### src/rtl/spi_cmd_sequencer_pkg.sv
// Shared frame layout, sequencer states and frame builder for the SPI command path.
// Also consumed by the driver-register layer so both sides agree on field positions.
package spi_cmd_sequencer_pkg;

  typedef enum logic [2:0] {
    ST_IDLE,
    ST_LOAD,
    ST_START,
    ST_WAIT_LOW,
    ST_WAIT_HIGH,
    ST_NEXT,
    ST_RESP
  } state_e;

  localparam int FRAME_W    = 40;
  localparam int RW_BIT     = 39;
  localparam int ADDR_MSB   = 38;
  localparam int ADDR_LSB   = 32;
  localparam int DATA_MSB   = 31;
  localparam int STATUS_MSB = 39;
  localparam int STATUS_LSB = 32;
  localparam int TMO_W      = 16;

  // Reads carry an all-zero data field; only writes put payload on the wire.
  function automatic logic [FRAME_W-1:0] build_frame(
    input logic                       write,
    input logic [ADDR_MSB-ADDR_LSB:0] addr,
    input logic [DATA_MSB:0]          data
  );
    logic [FRAME_W-1:0] f;
    f                    = '0;
    f[RW_BIT]            = write;
    f[ADDR_MSB:ADDR_LSB] = addr;
    if (write) f[DATA_MSB:0] = data;
    return f;
  endfunction

endpackage

### src/rtl/sync_2ff.sv
// Two-flop synchronizer for a single asynchronous control bit.
// Adds two cycles of latency; no backpressure.
module sync_2ff (
  input  logic clk_i,
  input  logic rst_ni,
  input  logic d_i,
  output logic q_o
);

  logic meta_q;
  logic sync_q;

  always_ff @(posedge clk_i or negedge rst_ni) begin
    if (!rst_ni) begin
      meta_q <= 1'b0;
      sync_q <= 1'b0;
    end else begin
      meta_q <= d_i;
      sync_q <= meta_q;
    end
  end

  assign q_o = sync_q;

endmodule

### src/rtl/spi_cmd_sequencer.sv
// Turns one register request into one (write) or two (read) SPI master frames and a response strobe.
// Accepts a request only in IDLE; requests offered while busy are dropped, not queued.
module spi_cmd_sequencer
  import spi_cmd_sequencer_pkg::*;
#(
  parameter int SIZE    = 40,
  parameter int CS_SIZE = 4,
  parameter int TIMEOUT = 65535
) (
  input  logic                       clk_in,
  input  logic                       reset_n_in,
  input  logic                       req_valid_in,
  output logic                       req_ready_out,
  input  logic                       req_write_in,
  input  logic [6:0]                 req_addr_in,
  input  logic [31:0]                req_data_in,
  input  logic [$clog2(CS_SIZE)-1:0] req_cs_in,
  output logic                       resp_valid_out,
  output logic [31:0]                resp_data_out,
  output logic [7:0]                 resp_status_out,
  output logic                       resp_error_out,
  output logic [SIZE-1:0]            spi_data_out,
  output logic                       spi_send_enable_out,
  output logic [$clog2(CS_SIZE)-1:0] spi_cs_select_out,
  input  logic                       spi_ready_in,
  input  logic [SIZE-1:0]            spi_data_in
);

  localparam logic [TMO_W-1:0] TMO_MAX = TMO_W'(TIMEOUT);

  state_e                       state_q, state_d;
  logic                         write_q, write_d;
  logic                         frame_cnt_q, frame_cnt_d;
  logic                         gap_q, gap_d;
  logic                         err_q, err_d;
  logic [TMO_W-1:0]             tmo_q, tmo_d;
  logic [SIZE-1:0]              frame_q, frame_d;
  logic [$clog2(CS_SIZE)-1:0]   cs_q, cs_d;
  logic [SIZE-1:0]              cap_q, cap_d;
  logic                         rdy_sync;
  logic                         tmo_hit;

  sync_2ff u_rdy_sync (
    .clk_i  (clk_in),
    .rst_ni (reset_n_in),
    .d_i    (spi_ready_in),
    .q_o    (rdy_sync)
  );

  assign tmo_hit           = (tmo_q == TMO_MAX);
  assign spi_data_out      = frame_q;
  assign spi_cs_select_out = cs_q;

  always_comb begin
    state_d             = state_q;
    write_d             = write_q;
    frame_cnt_d         = frame_cnt_q;
    gap_d               = 1'b0;
    err_d               = err_q;
    tmo_d               = tmo_q;
    frame_d             = frame_q;
    cs_d                = cs_q;
    cap_d               = cap_q;
    req_ready_out       = 1'b0;
    spi_send_enable_out = 1'b0;
    resp_valid_out      = 1'b0;
    resp_data_out       = '0;
    resp_status_out     = '0;
    resp_error_out      = 1'b0;

    if (state_q == ST_START || state_q == ST_WAIT_LOW || state_q == ST_WAIT_HIGH) begin
      if (!tmo_hit) tmo_d = tmo_q + TMO_W'(1);
    end

    case (state_q)
      ST_IDLE: begin
        req_ready_out = 1'b1;
        if (req_valid_in) begin
          write_d     = req_write_in;
          cs_d        = req_cs_in;
          frame_d     = SIZE'(build_frame(req_write_in, req_addr_in, req_data_in));
          frame_cnt_d = 1'b0;
          err_d       = 1'b0;
          cap_d       = '0;
          state_d     = ST_LOAD;
        end
      end
      ST_LOAD: begin
        tmo_d = '0;
        if (rdy_sync) state_d = ST_START;
      end
      ST_START: begin
        spi_send_enable_out = 1'b1;
        state_d             = ST_WAIT_LOW;
      end
      ST_WAIT_LOW: begin
        spi_send_enable_out = 1'b1;
        if (tmo_hit) begin
          spi_send_enable_out = 1'b0;
          err_d               = 1'b1;
          cap_d               = '0;
          state_d             = ST_RESP;
        end else if (!rdy_sync) begin
          state_d = ST_WAIT_HIGH;
        end
      end
      ST_WAIT_HIGH: begin
        spi_send_enable_out = 1'b1;
        if (tmo_hit) begin
          spi_send_enable_out = 1'b0;
          err_d               = 1'b1;
          cap_d               = '0;
          state_d             = ST_RESP;
        end else if (rdy_sync) begin
          spi_send_enable_out = 1'b0;
          cap_d               = spi_data_in;
          state_d             = ST_NEXT;
        end
      end
      ST_NEXT: begin
        // Read data arrives one frame late, so a read repeats its address frame once.
        if (!write_q && !frame_cnt_q) begin
          gap_d = 1'b1;
          if (gap_q) begin
            frame_cnt_d = 1'b1;
            state_d     = ST_LOAD;
          end
        end else begin
          state_d = ST_RESP;
        end
      end
      ST_RESP: begin
        resp_valid_out  = 1'b1;
        resp_data_out   = cap_q[DATA_MSB:0];
        resp_status_out = cap_q[STATUS_MSB:STATUS_LSB];
        resp_error_out  = err_q;
        state_d         = ST_IDLE;
      end
      default: state_d = ST_IDLE;
    endcase
  end

  always_ff @(posedge clk_in or negedge reset_n_in) begin
    if (!reset_n_in) begin
      state_q     <= ST_IDLE;
      write_q     <= 1'b0;
      frame_cnt_q <= 1'b0;
      gap_q       <= 1'b0;
      err_q       <= 1'b0;
      tmo_q       <= '0;
      frame_q     <= '0;
      cs_q        <= '0;
      cap_q       <= '0;
    end else begin
      state_q     <= state_d;
      write_q     <= write_d;
      frame_cnt_q <= frame_cnt_d;
      gap_q       <= gap_d;
      err_q       <= err_d;
      tmo_q       <= tmo_d;
      frame_q     <= frame_d;
      cs_q        <= cs_d;
      cap_q       <= cap_d;
    end
  end

endmodule

### config.mk
export PLATFORM = sky130hd
export DESIGN_NAME = spi_cmd_sequencer
export DESIGN_NICKNAME = d
export VERILOG_FILES = /design/src/rtl/spi_cmd_sequencer_pkg.sv /design/src/rtl/sync_2ff.sv /design/src/rtl/spi_cmd_sequencer.sv
export SDC_FILE = /design/constraint.sdc
export NUM_CORES = 1
export LEC_CHECK = 0
export ABC_AREA = 1
export ABC_CLOCK_PERIOD_IN_PS = 1600
export BUFFER_PORTS_ARGS = -buffer_cell sky130_fd_sc_hd__buf_2
export CAP_MARGIN = 5
export CORE_UTILIZATION = 42
export CTS_CLUSTER_SIZE = 25
export DETAILED_ROUTE_END_ITERATION = 10
export GPL_TIMING_DRIVEN = 0
export PLACE_DENSITY = 0.69
export SETUP_SLACK_MARGIN = 0.4
export SLEW_MARGIN = 40
export SYNTH_ARGS = -nofsm -noshare
export SYNTH_HDL_FRONTEND = slang
export SYNTH_SLANG_ARGS = --single-unit
### constraint.sdc
create_clock -name clk_in -period 1.6 [get_ports clk_in]
set_input_delay 0.08 -clock clk_in [delete_from_list [all_inputs] [get_ports clk_in]]
set_output_delay 0.08 -clock clk_in [all_outputs]
set_load 0.02 [all_outputs]
==> results of run 1 <==
layout make-up:
type	count	area share, %
Multi-Input combinational cell	474	32.6
Sequential cell	106	29.5
Timing Repair Buffer	267	23.6
Buffer	37	5.15
Inverter	78	3.58
Clock buffer	11	2.69
Tap cell	168	2.33
Clock inverter	5	0.500
Antenna cell	1	0.0278
routing by layer:
layer  up-vias  GRT usage [%]  wire [µm]
met3        52           4.89        987
met4         2           6.41        595
met5         -              0         13
met1      2712           31.0       6930
li1       2712              -          -
met2       248           42.9       9010
final timing paths:
check | depth (start not counted) | slack [ns] | start | endpoint
worst max-delay path | 8 | -0.19 | tmo_q[8] | spi_send_enable_out
worst min-delay path | 4 | 0.04 | spi_data_in[1] | cap_q[1]
worst max register to register | 11 | -0.15 | state_q[1] | spi_data_out[24]
worst min register to register | 0 | 0.38 | u_rdy_sync.meta_q | u_rdy_sync.q_o
max in group asynchronous | 3 | 0.76 | reset_n_in | tmo_q[0]
min in group asynchronous | 2 | 0.22 | reset_n_in | cap_q[17]
logic make-up after synthesis:
logic type      share of synthesized area, %
simple gates                            34.3
buf+inv                                 8.96
flops                                   50.4
compound gates                          5.58
xor+xnor                               0.499
fa+ha+maj                              0.238
flip-flops by register name, indices dropped and copies added, names as in the netlist:
register,count
u_rdy_sync.q_o,1
gap_q,1
err_q,1
spi_cs_select_out,2
tmo_q,16
write_q,1
state_q,3
spi_data_out,39
cap_q,40
frame_cnt_q,1
u_rdy_sync.meta_q,1
cells in the final DEF (no fill, tap or decap), types with 3 or more instances in the layout:
master,n
buf_6,45
dfrtp_1,103
inv_1,61
nand2_2,44
nor3_1,6
buf_8,11
nand2_8,4
nand2_4,17
buf_2,135
dfrtp_2,3
clkbuf_1,5
inv_2,10
buf_12,5
nand3_2,3
nand2_1,203
o21ai_2,21
o21ai_1,25
buf_4,44
nor2_4,46
nor2_2,5
clkbuf_16,21
nand4_1,13
dlygate4sd3_1,43
inv_4,5
nand3_1,12
nand3b_1,41
clkbuf_8,3
a21oi_2,3
nor2_1,15
critical path, delay by kind of cell, from the launching register on:
family                 cells  cell delay [ns]
AO/OA/AOI/OAI              1             0.14
buffers and inverters      2             0.26
flip-flops                 1             0.38
AND/OR/NAND/NOR            5             0.59
repair_timing:
item / CTS / global route
hold endpoints to repair: 89 / 0
setup buffers: 27 / 13
endpoints found under the setup margin: 147 / 147
gates resized for setup: 151 / 138
hold buffers: 43 / 0
pin swaps: 7 / 16
gates cloned: 6 / 7
power by group:
part           switching (mW)  internal (mW)
clock network            1.05           1.12
logic                    4.15           3.16
registers               0.656           3.50
==> summary.md, run 1 <==
| Metric | Value |
|---|---|
| Total GRT Usage | between 20% and 30% |
| Non-filler cells, final | 1,147 |
| Pwr Density | between 1500 and 2000 nW/µm² |
| Crit. End Element | output port |
| Post-Syn Area | 5270 µm² |
| DR vias/cell | between 4 and 5 |
| # port buffers | 170 |
| CP required | 1.52 ns |
| Slowest-stage cell, CP | dfrtp_1 |
| Clock transition at path regs | 0.08 ns |
| Storage element area | 2660 µm² |
| Starting density of the core | a little over two fifths |
| DR iter-0 viols | slightly below 500 |
| CP most frequent cell | nand2_1 |
| Wirelength per Cell | 15.3 µm |
| Synth area leader | dfrtp_1 |
| Design area | roughly 9000 µm² |
| Max_slew headroom | about 64% |
| Largest net degree at the start of global routing | 65 |
| Maximum Capacitance Violations | 0 |
| Startpoint types | flip-flop |
| Die Ht | 114 µm |
| Final Slew Violations | 0 |
| ANT nets after route | 0 |
| RD Place Congestion | 0.810 |
| Ys async rst share | 100% |
| Worst stage delay on the critical path | approximately 0.38 ns |
| Area growth, synth to finish | 71.1% |
| Critical path class | reg2out |
| Count leader, synth | nand2_1 |
| CTS tree | yes |
| Placed Instance Area | ~6800 µm² |
| Root Driver | clkbuf_16 |
| Endpoints failing hold | 0 |
| Clk_lat worst skew | between 0.3 and 0.4 ns |
| Yosys top cell area share | between 50% and 60% |
| Setup WS pre-CTS | -0.209 ns |
| Arrival time at the worst endpoint | approximately 1.7 ns |
| DR DRC count | 0 |
| Clock Tree Buf Depth | 2 |
| Vias in the first global route | about 5,500 |
| RSZ-0062 raised after global routing | yes |
| PnR worst setup slack | -0.188 ns |
| Die area | 13,000 µm² |
| CP max FO | 4 |
| Post-Route Setup TNS | -12.37 ns |
| # IOs | approximately 170 |
| Cells taking the most area after synthesis | dfrtp_1 (50%), nand2_1 (19%), nand3b_1 (5.8%) |
| Fillers | about 800 |
| Fmax | 559 MHz |
| Worst Skew | ~0.013 ns |
| FP Rows | 40 |
| Via count | ~5,700 |
| Fin Hold WS | about 0.038 ns |
| Num CTS Buffers | 9 |
| Final period util | 112% |
| Layout cell share with drive strength beyond 1 | between 40% and 50% |
| Clock Sinks | approximately 110 |
| VDD IR max | between 0.9 and 1 mV |
| Pin slew with the least headroom to its limit | between 0.5 and 0.6 ns |
| Distinct cells, synth | 28 |
| Final Util | about three quarters |
| Hold Path Class | in2reg |
| # H-tree levels | 3 |
| First-pass GRT wire length | ~26,000 µm |
| Cell count after placement | between 1,000 and 1,500 |
| Sequential fraction of the synthesis area | around half |
| Outcome | complete, but fails checks |
| Nets | approximately 1,100 |
| Grt ovf | 0 |
| Number of synthesized flops with an enable pin | 0 |
| Multi-input logic area | about 2900 µm² |
| Syn Inst Count | just under 700 |
| DIE WIDTH | roughly 110 µm |
| Synth Warn # | 0 |
| Failing checks | setup timing |
| Most used DFF post-synth | dfrtp_1 |
| Pwr Total | around 14 mW |
| Cells along the critical path | nand2_1 > inv_2 > nand2_1 > nor2_2 > nand2_4 > nand3_2 > o211ai_1 > buf_4 |
| Static Leak | 4.37 nW |
| Commonest cells in the netlist | nand2_1 (264), dfrtp_1 (106), inv_1 (65), nor2_1 (62), nand3b_1 (41) |
| Synthesized flop and latch total | 106 |
| Core Region | about 12,000 µm² |
| Syn_nets | between 700 and 800 |
| Average cell area after synthesis | approximately 7.6 µm² |
| Setup violators final | around 140 |
| Final min period | roughly 1.8 ns |
| DPL Wire Length | ~9600 µm |
| Drt total wl | 17,500 µm |
| Total iterations of the first detailed-routing run | 5 |
| Antenna violations before repair | 2 |
No activity file was read; power rests on OpenSTA's default activity.
==> run 2: changes to the inputs <==
Settings changed: ABC_AREA 1 to not set.
==> summary.md, run 2 <==
| Metric | Value |
|---|---|
| Outcome | complete, but fails checks |
| Failing checks | setup timing |
| WHS Path Cells | 3 |
| # IOs | around 170 |
| Fillers | 797 |
| Vias in the first global route | about 5,500 |
| Starting density of the core | between 40% and 50% |
| Die area | ~13,000 µm² |
| Synth Warn # | 0 |
| First-pass GRT wire length | approximately 27,000 µm |
| Worst setup path startpoint | tmo_q[15] |
| DR iter-0 viols | 424 |
| Static Leak | 4.26 nW |
| Largest net degree at the start of global routing | 63 |
| Most used DFF post-synth | dfrtp_1 |
| Hold Path Class | in2reg |
| FP Rows | 40 |
| Antenna violations before repair | 0 |
| Max FFs per register | 40 |
| Core Region | roughly 12,000 µm² |
| Crit. End Element | output port |
| Reg2reg start | state_q[1] |
| Worst Skew | ~0.0092 ns |
| Critical path class | reg2out |
| # diodes | 0 |
| Drt total wl | between 15,000 and 20,000 µm |
| DIE WIDTH | ~110 µm |
| CP max FO | 2 |
| Distinct cells, synth | 43 |
| # port buffers | 170 |
| PnR worst setup slack | -0.738 ns |
| FF-to-FF path depth | 5 |
| Endpoints failing hold | 0 |
| Clock transition at path regs | approximately 0.07 ns |
| Fin Hold WS | between 0.05 and 0.06 ns |
| Worst Hold End | spi_data_out[0] |
| Pwr Density | approximately 1300 nW/µm² |
| DR DRC count | 0 |
| CTS tree | yes |
| Synthesized flop and latch total | 106 |
| Clk_lat worst skew | between 0.3 and 0.4 ns |
| Fmax | 428 MHz |
| Count leader, synth | dfrtp_1 |
| Total iterations of the first detailed-routing run | 5 |
| Number of synthesized flops with an enable pin | 0 |
| Commonest cells in the netlist | dfrtp_1 (106), nand2_1 (79), o21ai_0 (77), mux2i_1 (45), nand3_1 (45) |
| Via count | 5,450 |
| Clock Tree Buf Depth | 2 |
| Final Slew Violations | 0 |
| Post-Route Setup TNS | -43.29 ns |
| Syn_nets | 636 |
| Nets | ~940 |
| Storage element area | approximately 2700 µm² |
| RSZ-0062 raised after global routing | yes |
| Design area | just under 9000 µm² |
| Final period util | 146% |
| Sequential fraction of the synthesis area | 50.8% |
| CP required | about 1.5 ns |
| Placed Instance Area | 6750 µm² |
| Pin slew with the least headroom to its limit | around 0.8 ns |
| VDD IR max | 1.06 mV |
| Startpoint types | flip-flop |
| Pwr Total | between 10 and 15 mW |
| Setup violators final | roughly 100 |
| Yosys top cell area share | 50.8% |
| Num CTS Buffers | 9 |
| Most frequent cells in the layout | buf_2 (169), dfrtp_1 (102), dlygate4sd3_1 (83) |
| Layout cell share with drive strength beyond 1 | 49.9% |
| Wirelength per Cell | around 17 µm |
| Synth area leader | dfrtp_1 |
| Post-Syn Area | roughly 5200 µm² |
| Final Util | between 70% and 80% |
| # H-tree levels | 3 |
| Multi-input logic area | 3000 µm² |
| Reg2Reg Setup Slack | -0.49 ns |
| Most common cell after layout, fill and taps aside | buf_2 |
| Max_slew headroom | between 40% and 50% |
| ANT nets after route | 0 |
| DR vias/cell | around 5.3 |
| Grt ovf | 0 |
| Clock Sinks | ~110 |
| Cells taking the most area after synthesis | dfrtp_1 (51%), mux2i_1 (8.6%), o21ai_0 (7.4%) |
| Total GRT Usage | 26.1% |
| Die Ht | between 100 and 150 µm |
| Area growth, synth to finish | 67.7% |
| RD Place Congestion | just over 0.8 |
| Syn Inst Count | ~550 |
| Final min period | ~2.3 ns |
| Maximum Capacitance Violations | 0 |
| R2r endpoint | tmo_q[15] |
| Hold path startpoint | req_write_in |
| DPL Wire Length | around 10,000 µm |
| Root Driver | clkbuf_16 |
| Average cell area after synthesis | about 9.5 µm² |
| Top reg by flops | cap_q |
| Ys async rst share | 100% |
| Arrival time at the worst endpoint | 2.26 ns |
==> run 2: cell types whose count changed in the layout (fill, tap and decap cells not counted), sizes merged, moves of 13 or more <==
cell / previous run / this run
inv: 79 / 8
and2: 0 / 41
nand2: 268 / 79
buf: 241 / 228
nor2: 66 / 6
o21ai: 47 / 82
nand3: 16 / 45
nand3b: 41 / 2
mux2i: 0 / 45
dlygate4sd3: 43 / 83
==> run 2: cell families after synthesis <==
family,synth area share [%]
compound gates,13.5
fa+ha+maj,0.239
buf+inv,4.24
flops,50.8
mux,10.8
simple gates,20.5
==> run 2: report_power, final <==
group | total [mW] | internal, mW | switching, mW
clock | 2.33 | 1.24 | 1.09
sequential | 3.96 | 3.43 | 0.525
combinational | 5.22 | 2.23 | 2.99
total | 11.5 | 6.91 | 4.60
==> run 2: worst max-delay path by stage <==
stage / end / cells after the start
floorplan: tmo_q[15] / 5
global placement: spi_data_out[6] / 1
detailed placement: spi_send_enable_out / 8
CTS: spi_send_enable_out / 9
global route: spi_send_enable_out / 8
finish: spi_send_enable_out / 8
==> run 2: per-stage QoR <==
step / instances / setup slack [ns]
finish: 1023 / -0.738
global route: 1023 / -0.785
CTS: 1010 / -0.752
detailed placement: 888 / -0.720
global placement: 887 / -0.769
floorplan: 549 / -0.329
==> run 2: repair_timing <==
action                                 CTS  global route
endpoints found under the hold margin  127             0
setup buffers                           23            10
gates resized for setup                107           113
setup endpoints to repair              148           148
pin swaps                               28            18
hold buffers                            83             0
cloned                                   0             3
==> run 2: critical path, stage by stage (launching register included) <==
cell and delay [ns]:
dfrtp_1 0.37, nand4_1 0.18, or4_4 0.59, buf_8 0.14, buf_12 0.11, buf_12 0.11
o21ai_4 0.14, o31ai_4 0.10, buf_6 0.14
==> run 2: area by class of cell <==
cell class              count  share of cell area [%]
well taps                 168                    2.40
inverters                   5                   0.214
plain buffers              48                    6.23
multi-input cells         390                    34.2
clock buffers               9                    2.57
flip-flops and latches    106                    30.3
clock inverters             7                   0.942
repair buffers            290                    23.1
==> run 2: routing by layer <==
layer	part of all wire, %	wire [µm]	global-route usage (%)
met4	2.1	359	7.11
met5	0	0	0
met1	42	7240	31.1
met3	5.5	950	6.16
met2	51	8770	46.8
